$ cat src/rtl/lzw_byte_feeder.sv
// lzw_byte_feeder: input stage of the LZW accelerator.
// Takes 64-bit words from the host stream over valid/ready and emits them one
// byte per cycle, LSB byte first, as byte_out/shift into the byte-window shift
// register. Handles partial words, zero-byte words, end-of-stream pulses and
// downstream stall, and keeps a running count of emitted bytes.
//
// Build option: define LZW_FEEDER_DBLBUF_EN to add a second word buffer. This
// makes word_ready a plain register output with no combinational path from
// stall. Without it, word_ready is only raised while idle or on the cycle the
// last byte of the active word is shifted out.
module lzw_byte_feeder #(
  parameter int CNT_W = 32
) (
  input  logic             clk,
  input  logic             rst_n,
  input  logic [63:0]      word_in,
  input  logic             word_valid,
  output logic             word_ready,
  input  logic [3:0]       word_nbytes,
  input  logic             word_last,
  input  logic             stall,
  output logic [7:0]       byte_out,
  output logic             shift,
  output logic             stream_done,
  output logic [CNT_W-1:0] bytes_sent
);

  localparam logic [0:0] ST_IDLE = 1'b0;
  localparam logic [0:0] ST_EMIT = 1'b1;

  logic [0:0]       state;
  logic [63:0]      a_word;
  logic [3:0]       a_n;
  logic             a_last;
  logic [2:0]       idx;
  logic [CNT_W-1:0] byte_cnt;
  logic             done_q;
  logic [1:0]       done_pend;

  logic [3:0]       in_n;
  logic             xfer;
  logic             a_done;
  logic             a_free;
  logic             load_take;
  logic [63:0]      load_word;
  logic [3:0]       load_n;
  logic             load_last;
  logic             ev_a;
  logic             ev_z;
  logic [2:0]       done_total;

  // Byte counts above 8 cannot exist in a 64-bit word, so treat them as full.
  assign in_n = (word_nbytes > 4'd8) ? 4'd8 : word_nbytes;

  // A byte leaves whenever a word is active and downstream is not stalled.
  assign shift    = (state == ST_EMIT) & ~stall;
  assign byte_out = (state == ST_EMIT) ? a_word[{idx, 3'b000} +: 8] : 8'h00;

  // The active word finishes on the cycle its final byte is shifted out; that
  // same cycle is when a new word may take its place without a bubble.
  assign a_done = shift & ({1'b0, idx} == (a_n - 4'd1));
  assign a_free = (state == ST_IDLE) | a_done;

  assign xfer = word_valid & word_ready;

`ifdef LZW_FEEDER_DBLBUF_EN
  logic [63:0] b_word;
  logic [3:0]  b_n;
  logic        b_last;
  logic        b_full;

  // With a spare buffer, readiness depends only on that buffer being empty.
  assign word_ready = ~b_full;

  // A buffered word always has priority over a fresh one; while B is full no
  // fresh word can transfer anyway because word_ready is low.
  assign load_take = a_free & (b_full | xfer);
  assign load_word = b_full ? b_word : word_in;
  assign load_n    = b_full ? b_n    : in_n;
  assign load_last = b_full ? b_last : word_last;

  // Second buffer: catches a word that arrives while A is still emitting and
  // hands it over on A's completion edge.
  always_ff @(posedge clk or negedge rst_n) begin
    if (!rst_n) begin
      b_full <= 1'b0;
      b_word <= '0;
      b_n    <= '0;
      b_last <= 1'b0;
    end else if (b_full && a_free) begin
      b_full <= 1'b0;
    end else if (xfer && !a_free) begin
      b_full <= 1'b1;
      b_word <= word_in;
      b_n    <= in_n;
      b_last <= word_last;
    end
  end
`else
  // Single buffer: accept only when A is empty or finishing this cycle, which
  // makes readiness depend combinationally on stall.
  assign word_ready = a_free;
  assign load_take  = xfer;
  assign load_word  = word_in;
  assign load_n     = in_n;
  assign load_last  = word_last;
`endif

  // End-of-stream events: the active last word finishing, or a last-flagged
  // word with no bytes being retired straight away.
  assign ev_a = a_done & a_last;
  assign ev_z = load_take & (load_n == 4'd0) & load_last;

  // Active buffer and emission FSM. A zero-byte word never occupies A.
  always_ff @(posedge clk or negedge rst_n) begin
    if (!rst_n) begin
      state  <= ST_IDLE;
      a_word <= '0;
      a_n    <= '0;
      a_last <= 1'b0;
      idx    <= '0;
    end else if (load_take && (load_n != 4'd0)) begin
      state  <= ST_EMIT;
      a_word <= load_word;
      a_n    <= load_n;
      a_last <= load_last;
      idx    <= '0;
    end else if (a_free) begin
      state <= ST_IDLE;
    end else if (shift) begin
      idx <= idx + 3'd1;
    end
  end

  // Running byte count, wrapping naturally at the counter width.
  always_ff @(posedge clk or negedge rst_n) begin
    if (!rst_n) begin
      byte_cnt <= '0;
    end else if (shift) begin
      byte_cnt <= byte_cnt + 1'b1;
    end
  end

  assign bytes_sent = byte_cnt;

  // Two end-of-stream events can land in one cycle; the surplus is queued so
  // every last-flagged word still gets its own one-cycle pulse.
  assign done_total = {1'b0, done_pend} + {2'b00, ev_a} + {2'b00, ev_z};

  // Registered stream_done pulse plus small backlog of pending pulses.
  always_ff @(posedge clk or negedge rst_n) begin
    if (!rst_n) begin
      done_q    <= 1'b0;
      done_pend <= '0;
    end else begin
      done_q <= (done_total != 3'd0);
      if (done_total == 3'd0) begin
        done_pend <= 2'd0;
      end else if (done_total > 3'd4) begin
        done_pend <= 2'd3;
      end else begin
        done_pend <= 2'(done_total - 3'd1);
      end
    end
  end

  assign stream_done = done_q;

endmodule
$ cat config.mk
export PLATFORM = sky130hd
export DESIGN_NAME = lzw_byte_feeder
export DESIGN_NICKNAME = d
export VERILOG_FILES = /design/src/rtl/lzw_byte_feeder.sv
export SDC_FILE = /design/constraint.sdc
export NUM_CORES = 1
export LEC_CHECK = 0
export CAP_MARGIN = 40
export CORE_ASPECT_RATIO = 0.6
export CORE_UTILIZATION = 54
export DETAILED_ROUTE_END_ITERATION = 10
export PLACE_DENSITY = 0.84
export SETUP_SLACK_MARGIN = 0.1
export SLEW_MARGIN = 40
export SYNTH_ARGS = -nofsm -noshare
export SYNTH_HDL_FRONTEND = slang
export SYNTH_SLANG_ARGS = --single-unit
$ cat constraint.sdc
create_clock -name clk -period 8 [get_ports clk]
set_input_delay 0.8 -clock clk [delete_from_list [all_inputs] [get_ports clk]]
set_output_delay 0.8 -clock clk [all_outputs]
set_load 0.01 [all_outputs]
==> impl_metrics.tcl <==
set metrics [dict create \
    status "completed" \
    post_synth_most_frequent_cells "sky130_fd_sc_hd__dfrtp_1 (108), sky130_fd_sc_hd__mux2_2 (61), sky130_fd_sc_hd__xnor2_1 (29)" \
    highest_fanout_seen_on_the_critical_path 13 \
    power.total_mw 2.249 \
    p_leak_nw 2.800 \
    initial_standard_cell_utilization_of_the_core_pct 57.59 \
    grt_max_degree 81 \
    synth_top_cell_by_area "sky130_fd_sc_hd__dfrtp_1" \
    cts.repair.resized 0 \
    synth.top_cell.area_share_pct 53.43 \
    timing_hold_violations_final 0 \
    synth_fp_nets 438 \
    placed_area_um2 6260 \
    vias 3238 \
    final_antenna_net_count 0 \
    cts_num_sinks 108 \
    hpwl_mm 7.657 \
    row_count 26 \
    htree_num_levels 3 \
    drcViolationCount 0 \
    clk-insertion-delay-late_ps 340 \
    cts-root-buf "sky130_fd_sc_hd__clkbuf_16" \
    n_antenna_cell 0 \
    cts_setup_buffers 0 \
    finalWorstPathRequiredPeriod_ps 3607 \
    synthArstFlopShare_pct 100.0 \
    final_min_period_over_clock_period_pct 45.09 \
    gpl.final_weighted_congestion 0.8144 \
    max_slew_headroom_pct 52.42 \
    yosysUniqueCellTypes 40 \
    synth-edff-count 0 \
    antenna_violations_before_repair 0 \
    ir_drop_v 0.0001642 \
    place_worst_setup_slack_ps 4389 \
    final_util_pct 74.77 \
    synth-warning-count 0 \
    max_freq_mhz 277.2 \
    die_h_um 76.97 \
    die_width_um 127.0 \
    postSynth.topFlopCell "sky130_fd_sc_hd__dfrtp_1" \
    totalWireLength_mm 10.57 \
    portBuffers 115 \
    postLayoutSetupSlackWorst_ps 4393 \
    arrival_time_of_the_worst_setup_path_ps 2810 \
    global_route.usage.total_pct 23.88 \
    fp.coreArea_um2 8783 \
    tritoncts "yes" \
    synth.ff_latch_count 108 \
    die_area_um2 9771 \
    endpoint_kind "output pin" \
    synth-seq-area-share_pct 53.43 \
    first_global_vias 3429 \
    initial_drt_markers 166 \
    io_pins 116 \
    worst-setup-path-type "input pin to output pin" \
    finClkSkew_ps 8.096 \
    avgSynthCellArea_um2 14.17 \
    powerDensity_nw_per_um2 342.5 \
    drive_gt1_share_pct 21.68 \
    flow.area_growth_from_synthesis_pct 29.83 \
    number_of_buffers_on_the_longest_clock_path 2 \
    final_max_slew_violation_count 0 \
    cp_data_required_time_ps 7200 \
    total_negative_slack_for_setup_checks_ps 0 \
    number_of_clock_buffers_inserted_by_tritoncts 9 \
    yosysMostFrequentCell "sky130_fd_sc_hd__dfrtp_1" \
    post_cts_hold_buffer_count 0 \
    worst_margin_slew_ps 713.7 \
    congestion_overflow_gr 0 \
    drv_cap 0 \
    post_synth_main_area_contributors "sky130_fd_sc_hd__dfrtp_1 (53%), sky130_fd_sc_hd__mux2_2 (14%), sky130_fd_sc_hd__mux4_2 (7.1%)" \
    clkSlewWorstSetupHoldPaths_ps 70 \
    drt_pre_antenna_iters 4 \
    wire_per_inst_um 18.01 \
    hp-class "input pin to asynchronous set/reset pin" \
    timing.final.setup_violations 0 \
    finalInstanceArea_um2 6568 \
    grt_setup_unrepaired "no" \
    viasPerCell 5.516 \
    timing.critical_path.from_type "input pin" \
    design.final.nets 551 \
    grt_first_pass_wirelength_mm 17.60 \
    mappedNetlistArea_um2 5059 \
    syn_inst 357 \
]
## flip-flops by register name, indices dropped and copies added, names as in the netlist
register	flops
a_n	4
a_last	1
state	1
stream_done	1
bytes_sent	32
done_pend	2
idx	3
a_word	64
## routing by layer
layer  vias to the layer above  track usage [%]  part of all wire, %
met5                         -                0                    0
met4                         0            6.905                  1.1
met3                        12            6.141                  5.4
met2                        85            38.02                   47
met1                      1630            32.61                   46
li1                       1511                -                    -
## critical path, stage by stage
cell and delay [ps]:
sky130_fd_sc_hd__clkdlybuf4s50_1 390, sky130_fd_sc_hd__and2b_1 440, sky130_fd_sc_hd__nor3b_2 290, sky130_fd_sc_hd__o21ai_2 120
sky130_fd_sc_hd__nand2_1 170, sky130_fd_sc_hd__clkdlybuf4s50_1 590
## cells in the final DEF (no fill, tap or decap), types with 2 or more instances in the layout
| cell type | n |
|---|---|
| sky130_fd_sc_hd__clkdlybuf4s50_1 | 114 |
| sky130_fd_sc_hd__dfrtp_1 | 107 |
| sky130_fd_sc_hd__mux2_2 | 61 |
| sky130_fd_sc_hd__xnor2_1 | 29 |
| sky130_fd_sc_hd__mux4_2 | 16 |
| sky130_fd_sc_hd__nand2_1 | 12 |
| sky130_fd_sc_hd__nand3_1 | 12 |
| sky130_fd_sc_hd__nand4_1 | 11 |
| sky130_fd_sc_hd__mux2i_1 | 10 |
| sky130_fd_sc_hd__nor2b_1 | 9 |
| sky130_fd_sc_hd__clkbuf_16 | 9 |
| sky130_fd_sc_hd__and3_1 | 8 |
| sky130_fd_sc_hd__nor2_1 | 7 |
| sky130_fd_sc_hd__inv_1 | 6 |
| sky130_fd_sc_hd__xor2_1 | 6 |
| sky130_fd_sc_hd__mux2_1 | 6 |
| sky130_fd_sc_hd__ha_1 | 5 |
| sky130_fd_sc_hd__nand2b_1 | 4 |
| sky130_fd_sc_hd__o21ai_0 | 4 |
| sky130_fd_sc_hd__and4_1 | 4 |
| sky130_fd_sc_hd__nor3_1 | 3 |
| sky130_fd_sc_hd__and2_1 | 3 |
| sky130_fd_sc_hd__fa_1 | 3 |
| sky130_fd_sc_hd__nor4_4 | 2 |
| sky130_fd_sc_hd__buf_4 | 2 |
| sky130_fd_sc_hd__buf_6 | 2 |
## layout make-up
type / count / area, um2
clock inverters: 5 / 60.06
fillers: 585 / 2216
inverters: 6 / 22.52
flip-flops and latches: 108 / 2704
multi-input cells: 227 / 2220
clock buffers: 11 / 242.7
well taps: 112 / 140.1
repair buffers: 118 / 1179
## power breakdown
| part | internal, mW | total (mW) | switching, mW |
|---|---|---|---|
| clock network | 0.253 | 0.446 | 0.194 |
| logic | 0.561 | 0.892 | 0.331 |
| registers | 0.747 | 0.911 | 0.164 |
| total | 1.56 | 2.25 | 0.689 |
## kinds of logic after synthesis
logic type / synth area share [%]
flops: 53.43
xor+xnor: 6.060
buf+inv: 2.696
mux: 24.02
fa+ha+maj: 2.424
compound gates: 1.657
simple gates: 9.720
## path summary, 6_finish.rpt
kind / startpoint / to / slack (ps) / depth (start not counted)
worst max-delay path: stall / word_ready / 4390 / 6
worst min-delay path: rst_n / a_word[24]$_DFFE_PN0P_ / 360 / 1
worst max register to register: state$_DFFE_PN0P_ / done_pend[1]$_DFF_PN0_ / 4930 / 8
worst min register to register: bytes_sent[31]$_DFFE_PN0P_ / bytes_sent[31]$_DFFE_PN0P_ / 480 / 1
max in group asynchronous: rst_n / idx[1]$_DFFE_PN0P_ / 6580 / 2
min in group clk: bytes_sent[31]$_DFFE_PN0P_ / bytes_sent[31]$_DFFE_PN0P_ / 480 / 1
## metrics by stage
step / hold WS [ps] / cells
2_1_floorplan: 452.6 / 357
3_3_place_gp: 460.8 / 571
3_5_place_dp: 467.8 / 571
4_1_cts: 362.2 / 587
5_1_grt: 375.7 / 587
6_report: 364.7 / 587
No activity file was read; power rests on OpenSTA's default activity.
